**src/rtl/mips_pkg.sv**
```systemverilog
// Shared MIPS pipeline definitions: ALU control codes, ALUOp codes, funct values, ID/EX control bundle.
package mips_pkg;

  localparam int unsigned WIDTH      = 32;
  localparam int unsigned RADDR      = 5;
  localparam int unsigned ALU_CTRL_W = 4;
  localparam int unsigned ALU_OP_W   = 2;
  localparam int unsigned FUNCT_W    = 6;

  // ALU control codes driven into the 32-bit ALU
  localparam logic [ALU_CTRL_W-1:0] ALU_AND = 4'b0000;
  localparam logic [ALU_CTRL_W-1:0] ALU_OR  = 4'b0001;
  localparam logic [ALU_CTRL_W-1:0] ALU_ADD = 4'b0010;
  localparam logic [ALU_CTRL_W-1:0] ALU_SUB = 4'b0110;
  localparam logic [ALU_CTRL_W-1:0] ALU_SLT = 4'b0111;
  localparam logic [ALU_CTRL_W-1:0] ALU_NOR = 4'b1100;

  // ALUOp field produced by the main decoder
  typedef enum logic [ALU_OP_W-1:0] {
    ALUOP_ADD   = 2'b00,
    ALUOP_SUB   = 2'b01,
    ALUOP_RTYPE = 2'b10,
    ALUOP_RSVD  = 2'b11
  } alu_op_e;

  // Supported R-type funct encodings
  localparam logic [FUNCT_W-1:0] FUNCT_ADD = 6'b100000;
  localparam logic [FUNCT_W-1:0] FUNCT_SUB = 6'b100010;
  localparam logic [FUNCT_W-1:0] FUNCT_AND = 6'b100100;
  localparam logic [FUNCT_W-1:0] FUNCT_OR  = 6'b100101;
  localparam logic [FUNCT_W-1:0] FUNCT_SLT = 6'b101010;
  localparam logic [FUNCT_W-1:0] FUNCT_NOR = 6'b100111;

  // Control portion of the ID/EX register; all-zero is a bubble
  typedef struct packed {
    logic                valid;
    logic                reg_write;
    logic                mem_read;
    logic                mem_write;
    logic                alu_src;
    logic [ALU_OP_W-1:0] alu_op;
    logic [FUNCT_W-1:0]  funct;
  } idex_ctrl_t;

endpackage

```
**src/rtl/alu_ctrl_decode.sv**
```systemverilog
// ALUOp/funct to ALU control decoder; purely combinational, shared with the single-cycle core.
module alu_ctrl_decode
  import mips_pkg::*;
(
  input  logic [ALU_OP_W-1:0]   alu_op,
  input  logic [FUNCT_W-1:0]    funct,
  output logic [ALU_CTRL_W-1:0] alu_control,
  output logic                  illegal
);

  // Reserved ALUOp and unknown funct both fall back to add; only R-type flags illegal
  always_comb begin
    alu_control = ALU_ADD;
    illegal     = 1'b0;
    case (alu_op_e'(alu_op))
      ALUOP_ADD:  alu_control = ALU_ADD;
      ALUOP_SUB:  alu_control = ALU_SUB;
      ALUOP_RTYPE: begin
        case (funct)
          FUNCT_ADD: alu_control = ALU_ADD;
          FUNCT_SUB: alu_control = ALU_SUB;
          FUNCT_AND: alu_control = ALU_AND;
          FUNCT_OR:  alu_control = ALU_OR;
          FUNCT_SLT: alu_control = ALU_SLT;
          FUNCT_NOR: alu_control = ALU_NOR;
          default: begin
            alu_control = ALU_ADD;
            illegal     = 1'b1;
          end
        endcase
      end
      default:    alu_control = ALU_ADD;
    endcase
  end

endmodule

```
**src/rtl/alu_issue_stage.sv**
```systemverilog
// ID/EX pipeline register with ALU control generation and EX/MEM, MEM/WB operand forwarding.
module alu_issue_stage
  import mips_pkg::*;
#(
  parameter int unsigned WIDTH = 32,
  parameter int unsigned RADDR = 5
) (
  input  logic             clk,
  input  logic             reset,
  input  logic             stall,
  input  logic             flush,
  input  logic             id_valid,
  input  logic [1:0]       id_alu_op,
  input  logic [5:0]       id_funct,
  input  logic             id_alu_src,
  input  logic [RADDR-1:0] id_rs,
  input  logic [RADDR-1:0] id_rt,
  input  logic [RADDR-1:0] id_rd,
  input  logic [WIDTH-1:0] id_rs_data,
  input  logic [WIDTH-1:0] id_rt_data,
  input  logic [WIDTH-1:0] id_imm,
  input  logic             id_reg_write,
  input  logic             id_mem_read,
  input  logic             id_mem_write,
  input  logic             exmem_reg_write,
  input  logic [RADDR-1:0] exmem_rd,
  input  logic [WIDTH-1:0] exmem_result,
  input  logic             memwb_reg_write,
  input  logic [RADDR-1:0] memwb_rd,
  input  logic [WIDTH-1:0] memwb_result,
  output logic [WIDTH-1:0] alu_a,
  output logic [WIDTH-1:0] alu_b,
  output logic [3:0]       alu_control,
  output logic [WIDTH-1:0] ex_store_data,
  output logic [RADDR-1:0] ex_rd,
  output logic             ex_valid,
  output logic             ex_reg_write,
  output logic             ex_mem_read,
  output logic             ex_mem_write,
  output logic             ex_illegal
);

  idex_ctrl_t       ctrl_q, ctrl_d;
  logic [RADDR-1:0] rs_q, rs_d;
  logic [RADDR-1:0] rt_q, rt_d;
  logic [RADDR-1:0] rd_q, rd_d;
  logic [WIDTH-1:0] rs_data_q, rs_data_d;
  logic [WIDTH-1:0] rt_data_q, rt_data_d;
  logic [WIDTH-1:0] imm_q, imm_d;

  logic [WIDTH-1:0] fwd_rs, fwd_rt;
  logic             illegal_raw;

  // Next ID/EX contents: flush inserts a bubble, stall holds, otherwise load decode
  always_comb begin
    ctrl_d    = ctrl_q;
    rs_d      = rs_q;
    rt_d      = rt_q;
    rd_d      = rd_q;
    rs_data_d = rs_data_q;
    rt_data_d = rt_data_q;
    imm_d     = imm_q;
    if (flush) begin
      ctrl_d    = '0;
      rs_d      = '0;
      rt_d      = '0;
      rd_d      = '0;
      rs_data_d = '0;
      rt_data_d = '0;
      imm_d     = '0;
    end else if (!stall) begin
      ctrl_d.valid     = id_valid;
      ctrl_d.reg_write = id_reg_write;
      ctrl_d.mem_read  = id_mem_read;
      ctrl_d.mem_write = id_mem_write;
      ctrl_d.alu_src   = id_alu_src;
      ctrl_d.alu_op    = id_alu_op;
      ctrl_d.funct     = id_funct;
      rs_d             = id_rs;
      rt_d             = id_rt;
      rd_d             = id_rd;
      rs_data_d        = id_rs_data;
      rt_data_d        = id_rt_data;
      imm_d            = id_imm;
    end
  end

  // ID/EX register with synchronous reset taking priority over flush/stall
  always_ff @(posedge clk) begin
    if (reset) begin
      ctrl_q    <= '0;
      rs_q      <= '0;
      rt_q      <= '0;
      rd_q      <= '0;
      rs_data_q <= '0;
      rt_data_q <= '0;
      imm_q     <= '0;
    end else begin
      ctrl_q    <= ctrl_d;
      rs_q      <= rs_d;
      rt_q      <= rt_d;
      rd_q      <= rd_d;
      rs_data_q <= rs_data_d;
      rt_data_q <= rt_data_d;
      imm_q     <= imm_d;
    end
  end

  // Operand forwarding: EX/MEM beats MEM/WB, register 0 is never forwarded
  always_comb begin
    fwd_rs = rs_data_q;
    fwd_rt = rt_data_q;
    if (exmem_reg_write && (exmem_rd != '0) && (exmem_rd == rs_q)) begin
      fwd_rs = exmem_result;
    end else if (memwb_reg_write && (memwb_rd != '0) && (memwb_rd == rs_q)) begin
      fwd_rs = memwb_result;
    end
    if (exmem_reg_write && (exmem_rd != '0) && (exmem_rd == rt_q)) begin
      fwd_rt = exmem_result;
    end else if (memwb_reg_write && (memwb_rd != '0) && (memwb_rd == rt_q)) begin
      fwd_rt = memwb_result;
    end
  end

  alu_ctrl_decode u_alu_ctrl_decode (
    .alu_op      (ctrl_q.alu_op),
    .funct       (ctrl_q.funct),
    .alu_control (alu_control),
    .illegal     (illegal_raw)
  );

  assign alu_a         = fwd_rs;
  assign alu_b         = ctrl_q.alu_src ? imm_q : fwd_rt;
  assign ex_store_data = fwd_rt;
  assign ex_rd         = rd_q;
  assign ex_valid      = ctrl_q.valid;
  assign ex_reg_write  = ctrl_q.reg_write;
  assign ex_mem_read   = ctrl_q.mem_read;
  assign ex_mem_write  = ctrl_q.mem_write;
  assign ex_illegal    = illegal_raw & ctrl_q.valid;

endmodule

```
**config.mk**
```make
export PLATFORM = sky130hd
export DESIGN_NAME = alu_issue_stage
export DESIGN_NICKNAME = d
export VERILOG_FILES = /design/src/rtl/mips_pkg.sv /design/src/rtl/alu_ctrl_decode.sv /design/src/rtl/alu_issue_stage.sv
export SDC_FILE = /design/constraint.sdc
export NUM_CORES = 1
export LEC_CHECK = 0
export CAP_MARGIN = 10
export CORE_UTILIZATION = 43
export DETAILED_ROUTE_END_ITERATION = 12
export PLACE_DENSITY_LB_ADDON = 0.1
export SLEW_MARGIN = 15
export SYNTH_ARGS = -nofsm -noshare
export SYNTH_HDL_FRONTEND = slang
export SYNTH_HIERARCHICAL = 1
export SYNTH_SLANG_ARGS = --single-unit
```
**constraint.sdc**
```tcl
create_clock -name clk -period 2.55 [get_ports clk]
set_clock_uncertainty 0.15 [all_clocks]
set_input_delay 0.3825 -clock clk [delete_from_list [all_inputs] [get_ports clk]]
set_output_delay 0.3825 -clock clk [all_outputs]
set_load 0.01 [all_outputs]
```
==> results of run 1 <==
-- metrics by stage --
stage	hold WS, ns	setup TNS, ns	worst slack [ns]	power [mW]
finish	0.328	-31.28	-0.531	6.19
global route	0.333	-37.36	-0.564	6.35
CTS	0.310	-30.32	-0.473	6.01
detailed placement	0.332	-78.93	-0.950	3.27
global placement	0.319	-77.53	-0.952	3.26
floorplan	0.308	0	0.0584	2.56
-- power by group --
part,total (mW),internal (mW),switching (mW)
combinational,1.52,0.850,0.671
sequential,2.06,2.00,0.0551
clock,2.61,1.66,0.955
total,6.19,4.51,1.68
-- logic make-up (layout without fill, tap and decap cells) --
kind of cell,Yosys count,after routing
adders and majority gates,2,2
xor gates and xnor gates,20,20
and+or+nand+nor,241,241
other,0,2
muxes,189,189
buffers and inverters,67,485
DFF,124,124
AOI/OAI and AO/OA,106,106
-- synthesized netlist by cell type (2+ instances only) --
cell        n
buf_1      10
clkbuf_1   37
mux2i_1   156
nand3_1    33
a31oi_1     2
nand4b_1    2
ha_1        2
inv_1       3
buf_12      3
a21oi_1    32
o21ai_1    33
or4_4       2
nor2_1    158
mux2_2     33
nand4_1     2
dfxtp_1   124
xor2_1      7
buf_2      13
a31oi_4    30
xnor2_1    13
nor3_1     32
-- timing repair --
action,4_1_cts,5_1_grt
pin swaps,43,34
setup buffers,52,15
gates cloned,10,6
endpoints found under the setup margin,98,99
resized for setup,632,171
-- layout by cell type, fill, tap and decap left out, types with 7 or more instances in the layout --
cell / n
mux2i_4: 8
buf_12: 33
nor2_1: 125
buf_4: 55
buf_6: 101
mux2i_1: 145
nor2_2: 11
o21ai_4: 32
nand3_2: 22
dfxtp_1: 115
nor2_4: 22
nor3_1: 27
a21oi_2: 25
mux2_4: 15
clkdlybuf4s50_1: 203
dfxtp_2: 8
buf_16: 7
clkbuf_16: 21
buf_2: 36
nand3_4: 9
a31oi_4: 32
mux2_2: 18
-- layout make-up --
type,count,area [µm²]
inverter,3,11.3
clock inverter,11,168
sequential,124,2500
tap,216,270
clock buffer,21,450
multi-input combinational,558,5560
antenna,2,5.00
timing repair buffer,450,4820
fill,799,2210
-- final timing paths --
| kind | slack (ns) | start | endpoint |
|---|---|---|---|
| worst max-delay path | -0.53 | rt_q[0] | alu_b[17] |
| worst min-delay path | 0.33 | stall | rs_data_q[19] |
| worst max register to register | 1.38 | ctrl_q[8] | ctrl_q[8] |
| worst min register to register | 0.35 | imm_q[6] | imm_q[6] |
-- tightest hold or removal path, stage by stage --
cell and delay, ns:
buf_6 0.22, mux2i_1 0.17, nor2_1 0.07
-- routing by layer --
metal / up-vias / track usage
met5: - / 0
met4: 2 / 0.149
met3: 129 / 0.0836
met2: 405 / 0.579
met1: 3733 / 0.370
li1: 3476 / -
-- state kept, by name, summed over array words and instances (netlist names), 5 cells and up --
register	cells
imm_q	32
rs_data_q	32
rt_data_q	32
ctrl_q	9
ex_rd	5
rs_q	5
rt_q	5
==> flow_metrics.py, run 1 <==
metrics = {
    "synth": {
        "synth-seq-cells": 124,
        "synth_seq_area_share": 0.350,
        "muxShareOfSynthArea": 0.273,
        "asyncSetResetFlopFracSynth": 0,
        "synthesis.area_per_instance_um2": 9.46,
        "netlist.top_cell.by_area": "dfxtp_1",
        "synthesis.nets": 955,
        "synth.distinct_cells": 43,
        "synthCells": 749,
        "synth.top_cell.area_share": 0.350,
        "ys_dominant_reg_cell": "dfxtp_1",
        "fraction_of_synthesized_cell_area_in_xor_and_xnor_cells": 0.0247,
        "ys.warnings.count": 6,
        "dominant_combinational_cell_family_by_area_after_synthesis": "multiplexers",
        "synth_compound_gate_area_share": 0.150,
        "synthesis.area_um2": 7080,
        "yosys.area_share.simple": 0.152,
        "yosys-top-cells-area": "dfxtp_1 (35%), mux2i_1 (22%), a31oi_4 (9.0%)",
        "synth_edf_count": 0,
        "synthAdderAreaFrac": 0.00353,
    },
    "finish": {
        "finish.instance_area_um2": 13800,
        "number_of_nets_at_the_end_of_the_flow": 1360,
        "final_cell_count_no_fill": 1385,
        "area_growth_from_synthesis_to_layout_pct": 94.6,
        "layout-drive-gt1-share": 0.433,
        "final_util": 0.862,
    },
    "clocking": {
        "clkTransAtPathRegs_ns": 0.06,
        "buffers_from_clock_root_to_sink_at_most": 2,
        "cts_tree": "done",
        "cts_bufs_inserted": 17,
        "cts.sinks": 124,
        "root_buffer": "clkbuf_16",
        "clock_tree.htree_level_count": 4,
        "clock_latency_ns": 0.42,
        "cts_hold_buf": 0,
    },
    "drt": {
        "drt_first_iter_violations": 446,
        "avgRoutedWirePerCell_um": 23.1,
        "antenna_violating_nets_left": 0,
        "routed-via-count": 7745,
        "met3WireLength_um": 2420,
        "totalWireLength_um": 32000,
        "met2RoutedLength_um": 15700,
        "vias_per_cell": 5.59,
        "drc_errors": 0,
        "met1Wirelength_um": 12100,
        "route.top_layer_used": "met5",
        "firstDrtPassIters": 5,
    },
    "critical_path": {
        "buffers_plus_inverters_on_the_worst_setup_path": 2,
        "worst-setup-path-type": "reg -> out",
        "cp_data_arrival_time_ns": 2.55,
        "critical_path.max_fanout": 8,
        "cp-start-kind": "flip-flop",
        "worst_path_max_delay_cell": "or4b_4",
        "worst-r2r-cell-count": 3,
        "cpLargestDelayFamily": "simple AND/OR/NAND/NOR gates",
        "crit_chain": "xor2_1, or4b_4, buf_12, o21ai_4, a31oi_4, mux2_4, buf_6",
        "worst-endpoint-required_ns": 2.02,
        "logic_depth_of_the_worst_path_buffers_included": 7,
        "cp-end-kind": "output pin",
        "worst_path_largest_cell_delay_ns": 0.67,
    },
    "power": {
        "powerDensity_nw_per_um2": 449,
        "worst_voltage_drop_across_the_vdd_grid_mv": 0.505,
        "cellLeakagePower_nw": 5.43,
    },
    "floorplanning": {
        "num_io_pins": 314,
        "floorplan.initialDensity": 0.443,
        "floorplan_die_width_um": 130,
        "die_footprint_um2": 17000,
        "placementRows": 46,
        "coreArea_um2": 16000,
        "die-height_um": 130,
    },
    "timing": {
        "worst_slew_margin_rel": 0.668,
        "worst_slack_ns": -0.531,
        "tightestPinTransition_ns": 0.498,
        "grt_setup_unrepaired": "true",
        "timing_max_transition_violations_final": 0,
        "achievable-frequency_mhz": 325,
        "final_hold_viol_count": 0,
        "fin_crit_sh": 1.21,
        "setup_viol": 96,
        "period_minus_slack_ns": 3.08,
    },
    "flow_run": {
        "drv.max_cap_violation_count": 0,
    },
    "place": {
        "dp.final_hpwl_um": 18200,
        "dp_cells": 1278,
        "detailed_place.area_um2": 10900,
        "gp_congestion": 0.798,
        "portBuffers": 313,
    },
    "global_route": {
        "grt_max_degree": 54,
        "grt_first_pass_wirelength_um": 41300,
        "grt.overflow.total": 0,
        "number_of_global_route_vias_before_repair": 7403,
        "gr-usage-all-layers": 0.328,
        "antenna_violations_before_repair": 2,
    },
    "run_status": {
        "failing_checks": "setup timing",
        "run_status": "finished with violations",
    },
    "min_path": {
        "holdPathStages": 3,
        "worstHoldPathType": "in -> reg",
    },
}
(Power assumes the default switching activity.)
==> inputs of run 2 (changes only) <==
Settings changed: CORE_MARGIN from default to 4.
==> flow_metrics.py, run 2 (same netlist as run 1, synthesis figures left out) <==
metrics = {
    "global_route": {
        "number_of_global_route_vias_before_repair": 7911,
        "grt.overflow.total": 0,
        "grt_first_pass_wirelength_um": 45500,
        "antenna_violations_before_repair": 1,
        "grt_max_degree": 45,
        "gr-usage-all-layers": 0.321,
    },
    "floorplanning": {
        "floorplan_die_width_um": 136,
        "die-height_um": 136,
        "placementRows": 46,
        "floorplan.initialDensity": 0.443,
        "coreArea_um2": 16000,
        "die_footprint_um2": 18600,
        "num_io_pins": 314,
    },
    "timing": {
        "worst_slew_margin_rel": 0.662,
        "worst_slack_ns": -0.540,
        "grt_setup_unrepaired": "true",
        "tns_ns": -31.02,
        "timing_max_transition_violations_final": 0,
        "fin_crit_sh": 1.21,
        "final_hold_viol_count": 0,
        "tightestPinTransition_ns": 0.503,
        "period_minus_slack_ns": 3.09,
        "setup_viol": 96,
        "achievable-frequency_mhz": 324,
    },
    "power": {
        "worst_voltage_drop_across_the_vdd_grid_mv": 0.480,
        "powerDensity_nw_per_um2": 424,
        "cellLeakagePower_nw": 5.46,
    },
    "clocking": {
        "root_buffer": "clkbuf_16",
        "clock_tree.htree_level_count": 4,
        "cts_bufs_inserted": 17,
        "cts.sinks": 124,
        "clkTransAtPathRegs_ns": 0.06,
        "buffers_from_clock_root_to_sink_at_most": 2,
        "cts_tree": "done",
        "clock_latency_ns": 0.41,
        "cts_hold_buf": 0,
    },
    "critical_path": {
        "worst-endpoint-required_ns": 2.02,
        "cpLargestDelayFamily": "simple AND/OR/NAND/NOR gates",
        "cp-start-kind": "flip-flop",
        "timing.reg2reg.setup_slack_ns": 1.50,
        "critical_path.reg2reg.startpoint": "rt_q[2]",
        "cp-end-kind": "output pin",
        "cp_data_arrival_time_ns": 2.56,
        "crit_chain": "xor2_2, or4b_4, buf_12, buf_12, o21ai_4, a31oi_4, buf_6, mux2_2, buf_6",
        "buffers_plus_inverters_on_the_worst_setup_path": 4,
        "timing.rr.end": "rt_q[2]",
        "worst-r2r-cell-count": 4,
        "worst-setup-path-type": "reg -> out",
        "worst_path_largest_cell_delay_ns": 0.58,
        "logic_depth_of_the_worst_path_buffers_included": 9,
        "worst_path_max_delay_cell": "or4b_4",
        "critical_path.max_fanout": 5,
    },
    "flow_run": {
        "drv.max_cap_violation_count": 0,
    },
    "place": {
        "portBuffers": 313,
        "detailed_place.area_um2": 10900,
        "dp.final_hpwl_um": 18600,
        "gp_congestion": 0.787,
    },
    "drt": {
        "totalWireLength_um": 32600,
        "routed-via-count": 7761,
        "vias_per_cell": 5.58,
        "antenna_violating_nets_left": 0,
        "drt_first_iter_violations": 492,
        "avgRoutedWirePerCell_um": 23.4,
        "firstDrtPassIters": 5,
        "drc_errors": 0,
    },
    "min_path": {
        "hold-path-endpoint": "rt_data_q[16]",
        "worstHoldPathType": "in -> reg",
        "holdPathStages": 3,
        "min_from": "stall",
    },
    "finish": {
        "reg_top3": "imm_q (32), rs_data_q (32), rt_data_q (32)",
        "nFillCells": 830,
        "area_growth_from_synthesis_to_layout_pct": 93.8,
        "layout-drive-gt1-share": 0.431,
        "finish.instance_area_um2": 13700,
        "final_cell_mix": "clkdlybuf4s50_1 (202), mux2i_1 (142), nor2_1 (127), dfxtp_1 (113), buf_6 (94)",
        "number_of_nets_at_the_end_of_the_flow": 1371,
        "layout.cells.most_common": "clkdlybuf4s50_1",
    },
    "run_status": {
        "run_status": "finished with violations",
        "failing_checks": "setup timing",
    },
}
-- run 2: cell types whose count changed in the layout (fill, tap and decap cells not counted), sizes merged, moves of 2 or more --
| cell | previous run | this run |
|---|---|---|
| buf | 234 | 241 |
| dlygate4sd2 | 6 | 8 |
| bufinv | 4 | 1 |
| clkbuf | 26 | 22 |
| clkdlybuf4s15 | 2 | 8 |
-- run 2: layout make-up --
cell class                 instances  area [µm²]  area share
antenna                            1        2.50    0.000182
timing repair buffer             461        4920       0.358
clock inverter                     8        72.6     0.00529
inverter                           3        11.3    0.000820
clock buffer                      21         450      0.0328
tap                              216         270      0.0197
sequential                       124        2500       0.182
multi-input combinational        558        5500       0.401
-- run 2: metal layers --
metal | track usage | vias to the layer above | part of all wire
li1 | - | 3504 | -
met1 | 0.379 | 3740 | 0.38
met2 | 0.562 | 423 | 0.50
met3 | 0.0836 | 94 | 0.085
met4 | 0.116 | 0 | 0.039
met5 | 0 | - | 0
-- run 2: worst max-delay path by stage --
stage	startpoint	to	slack, ns
floorplan	exmem_rd[1]	alu_b[21]	0.06
global placement	memwb_rd[1]	alu_a[26]	-1.19
detailed placement	memwb_rd[1]	alu_a[30]	-1.28
CTS	rt_q[4]	alu_b[30]	-0.51
global route	rt_q[0]	alu_b[30]	-0.59
finish	rt_q[0]	alu_b[30]	-0.54
-- run 2: power by group --
| part | switching [mW] | internal, mW | total [mW] |
|---|---|---|---|
| clock | 0.889 | 1.34 | 2.23 |
| combinational | 0.668 | 0.860 | 1.53 |
| sequential | 0.0530 | 2.00 | 2.06 |
-- run 2: what timing repair did --
| action | 4_1_cts | 5_1_grt |
|---|---|---|
| resized for setup | 691 | 117 |
| setup buffers | 59 | 19 |
| endpoints found under the setup margin | 99 | 97 |
| pin swaps | 31 | 30 |
| cloned | 17 | 1 |
-- run 2: worst register-to-register path: stages (launching register included) --
cell     delay (ns)
dfxtp_2        0.32
buf_6          0.12
buf_4          0.13
mux2i_1        0.15
nor2_1         0.06
-- run 2: per-stage QoR --
stage	power, mW	setup slack (ns)	utilization	std cells	hold WS [ns]
detailed placement	3.27	-1.28	0.680	1283	0.332
CTS	5.70	-0.514	0.824	1383	0.273
floorplan	2.56	0.0584	-	749	0.308
global route	5.99	-0.590	0.858	1392	0.289
finish	5.81	-0.540	0.858	1392	0.289
global placement	3.26	-1.19	0.680	1283	0.319
